--- src/rtl/pipe_stage_elastic_if.sv ---
// pipe_stage_elastic_if: handshake, payload and control bundle of one elastic pipeline stage
interface pipe_stage_elastic_if #(
  parameter int DATA_WIDTH = 64,
  parameter int CTRL_WIDTH = 8,
  parameter int CNT_WIDTH  = 16
);
  logic                  in_valid;
  logic                  out_ready;
  logic [DATA_WIDTH-1:0] in_data;
  logic [CTRL_WIDTH-1:0] in_ctrl;
  logic                  out_valid;
  logic                  in_ready;
  logic [DATA_WIDTH-1:0] out_data;
  logic [CTRL_WIDTH-1:0] out_ctrl;
  logic                  in_flush;
  logic                  in_clr_cnt;
  logic [CNT_WIDTH-1:0]  out_bp_cnt;
  modport master (
    output in_valid, in_data, in_ctrl, in_ready, in_flush, in_clr_cnt,
    input  out_ready, out_valid, out_data, out_ctrl, out_bp_cnt
  );
  modport slave (
    input  in_valid, in_data, in_ctrl, in_ready, in_flush, in_clr_cnt,
    output out_ready, out_valid, out_data, out_ctrl, out_bp_cnt
  );
endinterface

--- src/rtl/pipe_stage_elastic.sv ---
// pipe_stage_elastic: valid/ready pipeline stage with optional skid entry, flush and back-pressure counter
module pipe_stage_elastic #(
  parameter int DATA_WIDTH          = 64,
  parameter int CTRL_WIDTH          = 8,
  parameter int SKID                = 0,
  parameter int CTRL_ZERO_ON_BUBBLE = 1,
  parameter int CNT_WIDTH           = 16
) (
  input logic                clk,
  input logic                rst_n,
  pipe_stage_elastic_if.slave bus
);
  logic                  main_v, skid_v;
  logic [DATA_WIDTH-1:0] main_d, skid_d;
  logic [CTRL_WIDTH-1:0] main_c, skid_c;
  logic [CNT_WIDTH-1:0]  cnt;
  logic                  rdy, accept, pop, to_skid;
  assign rdy     = (SKID != 0) ? ~skid_v : (~main_v | bus.in_ready);
  assign accept  = bus.in_valid & rdy;
  assign pop     = main_v & bus.in_ready;
  // only reachable with the skid entry: the ready of the single-entry form excludes it
  assign to_skid = accept & main_v & ~bus.in_ready;
  assign bus.out_ready  = rdy;
  assign bus.out_valid  = main_v;
  assign bus.out_data   = main_d;
  assign bus.out_ctrl   = (CTRL_ZERO_ON_BUBBLE != 0 && !main_v) ? '0 : main_c;
  assign bus.out_bp_cnt = cnt;
  always_ff @(posedge clk or negedge rst_n) begin
    if (!rst_n) begin
      main_v <= 1'b0;
      skid_v <= 1'b0;
      main_d <= '0;
      skid_d <= '0;
      main_c <= '0;
      skid_c <= '0;
    end else if (bus.in_flush) begin
      main_v <= 1'b0;
      skid_v <= 1'b0;
    end else if (skid_v) begin
      if (pop) begin
        main_d <= skid_d;
        main_c <= skid_c;
        skid_v <= 1'b0;
      end
    end else if (to_skid) begin
      skid_d <= bus.in_data;
      skid_c <= bus.in_ctrl;
      skid_v <= 1'b1;
    end else if (accept) begin
      main_d <= bus.in_data;
      main_c <= bus.in_ctrl;
      main_v <= 1'b1;
    end else if (pop) begin
      main_v <= 1'b0;
    end
  end
  always_ff @(posedge clk or negedge rst_n) begin
    if (!rst_n) cnt <= '0;
    else if (bus.in_clr_cnt) cnt <= '0;
    else if (main_v && !bus.in_ready && !(&cnt)) cnt <= cnt + 1'b1;
  end
endmodule

--- src/flat_wrapper.sv ---
// flat-port wrapper written by rule: the top's interface ports become plain ports
module pipe_stage_elastic_flat 
#(
  parameter int DATA_WIDTH          = 64,
  parameter int CTRL_WIDTH          = 8,
  parameter int SKID                = 0,
  parameter int CTRL_ZERO_ON_BUBBLE = 1,
  parameter int CNT_WIDTH           = 16
)
  (clk, rst_n, bus_in_valid, bus_in_data, bus_in_ctrl, bus_in_ready, bus_in_flush, bus_in_clr_cnt, bus_out_ready, bus_out_valid, bus_out_data, bus_out_ctrl, bus_out_bp_cnt);
  pipe_stage_elastic_if #(.DATA_WIDTH(DATA_WIDTH), .CTRL_WIDTH(CTRL_WIDTH), .CNT_WIDTH(CNT_WIDTH)) bus_i ();
  input logic clk;
  input logic rst_n;
  input wire logic [$bits(bus_i.in_valid)-1:0] bus_in_valid;
  input wire logic [$bits(bus_i.in_data)-1:0] bus_in_data;
  input wire logic [$bits(bus_i.in_ctrl)-1:0] bus_in_ctrl;
  input wire logic [$bits(bus_i.in_ready)-1:0] bus_in_ready;
  input wire logic [$bits(bus_i.in_flush)-1:0] bus_in_flush;
  input wire logic [$bits(bus_i.in_clr_cnt)-1:0] bus_in_clr_cnt;
  output wire logic [$bits(bus_i.out_ready)-1:0] bus_out_ready;
  output wire logic [$bits(bus_i.out_valid)-1:0] bus_out_valid;
  output wire logic [$bits(bus_i.out_data)-1:0] bus_out_data;
  output wire logic [$bits(bus_i.out_ctrl)-1:0] bus_out_ctrl;
  output wire logic [$bits(bus_i.out_bp_cnt)-1:0] bus_out_bp_cnt;
  assign bus_i.in_valid = bus_in_valid;
  assign bus_i.in_data = bus_in_data;
  assign bus_i.in_ctrl = bus_in_ctrl;
  assign bus_i.in_ready = bus_in_ready;
  assign bus_i.in_flush = bus_in_flush;
  assign bus_i.in_clr_cnt = bus_in_clr_cnt;
  assign bus_out_ready = bus_i.out_ready;
  assign bus_out_valid = bus_i.out_valid;
  assign bus_out_data = bus_i.out_data;
  assign bus_out_ctrl = bus_i.out_ctrl;
  assign bus_out_bp_cnt = bus_i.out_bp_cnt;
  pipe_stage_elastic #(.DATA_WIDTH(DATA_WIDTH), .CTRL_WIDTH(CTRL_WIDTH), .SKID(SKID), .CTRL_ZERO_ON_BUBBLE(CTRL_ZERO_ON_BUBBLE), .CNT_WIDTH(CNT_WIDTH)) u_core (.clk(clk), .rst_n(rst_n), .bus(bus_i));
endmodule
--- config.mk ---
export PLATFORM = sky130hd
export DESIGN_NAME = pipe_stage_elastic_flat
export DESIGN_NICKNAME = d
export VERILOG_FILES = /design/src/rtl/pipe_stage_elastic_if.sv /design/src/rtl/pipe_stage_elastic.sv /design/src/flat_wrapper.sv
export SDC_FILE = /design/constraint.sdc
export NUM_CORES = 1
export LEC_CHECK = 0
export CAP_MARGIN = 20
export CORE_AREA = 2 2 96 144
export CTS_BUF_LIST = sky130_fd_sc_hd__clkbuf_4
export DETAILED_ROUTE_END_ITERATION = 10
export DIE_AREA = 0 0 98 146
export GPL_TIMING_DRIVEN = 0
export PLACE_DENSITY = 0.93
export SETUP_SLACK_MARGIN = 0.3
export SKIP_LAST_GASP = 1
export SYNTH_ARGS = -nofsm -noshare
export SYNTH_HDL_FRONTEND = slang
export SYNTH_SLANG_ARGS = --single-unit
--- constraint.sdc ---
create_clock -name clk -period 2.15 [get_ports clk]
set_input_delay 0.43 -clock clk [delete_from_list [all_inputs] [get_ports clk]]
set_output_delay 0.43 -clock clk [all_outputs]
set_load 0.02 [all_outputs]
==> out/metrics.cfg <==
[routing]
drt_first_iter_violations = 175
viasPerCell = 5.095
wl_met2_mm = 8.038
dr.pass1.iters = 4
top_layer_used = met4
drc = 0
drt_wl_total_mm = 15.45
wl_met1_mm = 6.070
vias = 4815
wire_per_inst_um = 16.34
antenna_left = 0
wl_met3_um = 951

[synthesis]
yosysMostFrequentCell = dfrtp_1
syn_inst = 568
synthFlopType = dfrtp_1
netlist.area_leader.share_pct = 63.23
synthTopCellsByCount = dfrtp_1, nor2_1, clkbuf_1
avgSynthCellArea_um2 = 11.29
synth_nets = 647
synthXorXnorAreaFrac_pct = 1.913
synthDistinctLibCells = 37
synth_seq_area_share_pct = 63.23
synth_mux_area_share_pct = 11.63
yosysWarningCount = 0
synth_compound_area_share_pct = 7.045
async_flop_share_pct = 100.0
synth-simple-area-share_pct = 9.680
synth_edf_count = 0
synth_fa_ha_area_share_pct = 0.1952
ys_top_cells_by_area = dfrtp_1, mux2i_1, a21oi_1, nor2_1, clkbuf_1
synth_top_family_by_area = multiplexers
syn_area_um2 = 6411
post-synth-top-area-cell = dfrtp_1
ys_ff_latch = 162

[sta]
hold_viol = 0
fmax_mhz = 535.5
slew_violations = 0
setup_viol = 0
finalCritPeriodShare_pct = 86.86
fin_crit_ns = 1.867
hold_ws_ns = 0.2217
max_slew_margin_pct = 53.83
skew_ns = 0.01687
tightest_slew_ns = 0.6925
rsz0062_at_grt = true

[final_layout]
fin_nets = 852
multi_input_area_um2 = 2004
syn2layout_area_growth_pct = 37.61
register_area_um2 = 4064
drive_gt1_share_pct = 14.89
final_util_pct = 68.11
num_antenna_cells = 0
fill_cells = 952

[clock_tree]
cts_sinks = 162
cts_buffer_depth = 2
h-tree-depth = 4
numCtsBuffers = 17
clkSlewWorstSetupHoldPaths_ns = 0.15
tritoncts = built
clock_latency_ns = 0.54
clockRootBuffer = clkbuf_4

[outcome]
outcome = finished clean

[worst_hold_path]
hold_path_class = in2reg

[global_route]
grtUsageTotal_pct = 21.74
grt_max_degree = 88
grt-ovfl-total = 0
grt_pass1_wl_mm = 24.99
grt_pass1_vias = 5218
antenna_found_initial = 0

[worst_setup_path]
worstPathMaxFanout = 5
start_kind = flip-flop
critical_path.endpoint_type = primary output
worstPathArrival_ns = 1.44
critical_path_class = reg2out
crit_required_ns = 1.72

[floorplan]
rows = 51
chipHeight_um = 146
die_w_um = 98
initial_core_util_pct = 49.49
ios = 168
dieArea_um2 = 14310
core_area_um2 = 12950

[power_and_ir_drop]
power.density_nw_per_um2 = 741.9
leakage_uw = 0.003859
p_switching_uw = 1920
p_int_uw = 4625
power_frac_clock_pct = 30.4
power.share.switching_pct = 29.33
comb_power_share_pct = 17.9
ir_worst_vdd_mv = 0.5008
power_frac_seq_pct = 51.7

[placement]
io_buffers = 166
gp_congestion = 0.8638
post-dp-hpwl_mm = 10.59

[flow_run]
max_cap_viol_count = 0

==> layout by cell type (no fill, tap or decap), types with 7 or more instances in the layout <==
master / Yosys / layout
dfrtp_2: 0 / 8
dlygate4sd2_1: 0 / 76
clkbuf_1: 82 / 73
nor2_1: 90 / 90
and2_4: 0 / 7
buf_4: 0 / 22
xnor2_1: 13 / 13
mux2i_1: 73 / 73
clkbuf_4: 0 / 18
nand2_1: 11 / 11
dfrtp_1: 162 / 154
a21oi_1: 74 / 73
buf_6: 0 / 13
buf_2: 14 / 8
clkdlybuf4s50_1: 0 / 75
clkbuf_2: 0 / 7
==> worst paths after layout <==
check / from / endpoint / slack (ns) / depth (start not counted)
hold / removal: bus_in_clr_cnt / u_core.bus.out_bp_cnt[12] / 0.22 / 2
max in group asynchronous: rst_n / u_core.bus.out_bp_cnt[7] / 0.82 / 3
hold reg to reg: u_core.skid_d[30] / u_core.skid_d[30] / 0.47 / 1
min in group asynchronous: rst_n / u_core.bus.out_data[48] / 0.45 / 2
setup reg to reg: u_core.bus.out_bp_cnt[0] / u_core.bus.out_bp_cnt[13] / 0.36 / 6
setup / recovery: u_core.bus.out_valid / bus_out_ctrl[0] / 0.28 / 3
==> state kept, by name (all words and copies together) (netlist names) <==
name                   cells
u_core.skid_c              8
u_core.bus.out_data       64
u_core.bus.out_bp_cnt     16
u_core.skid_d             64
u_core.bus.out_valid       1
u_core.skid_v              1
u_core.main_c              8
==> power groups by stage <==
stage	clock network, uW	logic [uW]	registers (uW)
2_1_floorplan	0	295	3670
3_3_place_gp	0	1220	3440
3_5_place_dp	0	1270	3450
4_1_cts	2050	1150	3380
5_1_grt	2180	1270	3410
6_report	1990	1170	3390
==> timing repair <==
action | CTS | global route
endpoints found under the setup margin | 162 | 96
hold buffers | 1 | 0
cloned | 0 | 1
pin swaps | 1 | 3
gates resized for setup | 139 | 62
setup buffers | 7 | 10
hold endpoints to repair | 75 | 0
==> critical path: stages (launching register included) <==
cell and delay, ns:
dfrtp_2 0.48, buf_8 0.15, and2_1 0.14, buf_6 0.13
==> routing by layer <==
metal  track usage (%)  up-vias
li1                  -     2257
met1             25.11     2370
met2             38.12      154
met3             6.580       34
met4             7.569        0
met5                 0        -
==> through the flow <==
step           cells  worst slack (ns)  total power (uW)  TNS (ns)  area, um2
2_1_floorplan    568            0.4080              3970         0       6411
5_1_grt          945            0.1734              6866         0       8822
4_1_cts          934           0.08629              6578         0       8612
6_report         945            0.2826              6545         0       8822
3_5_place_dp     894           -0.4864              4715    -30.07       8300
3_3_place_gp     893            -5.645              4665   -943.46       8272
==> layout make-up <==
type	instances	area share, %
plain buffers	98	4.921
inverters	5	0.2695
clock inverters	15	2.241
repair buffers	186	20.08
multi-input cells	303	22.72
flip-flops and latches	162	46.06
well taps	159	2.255
clock buffers	17	1.447
==> cells by family (layout without fill, tap and decap cells) <==
kind of cell / Yosys count / count (layout)
buffers and inverters: 103 / 321
AOI/OAI and AO/OA: 82 / 82
xor gates and xnor gates: 14 / 14
adders and majority gates: 1 / 1
muxes: 74 / 74
DFF: 162 / 162
and+or+nand+nor: 132 / 132
Power figures use the tool's default switching activity.
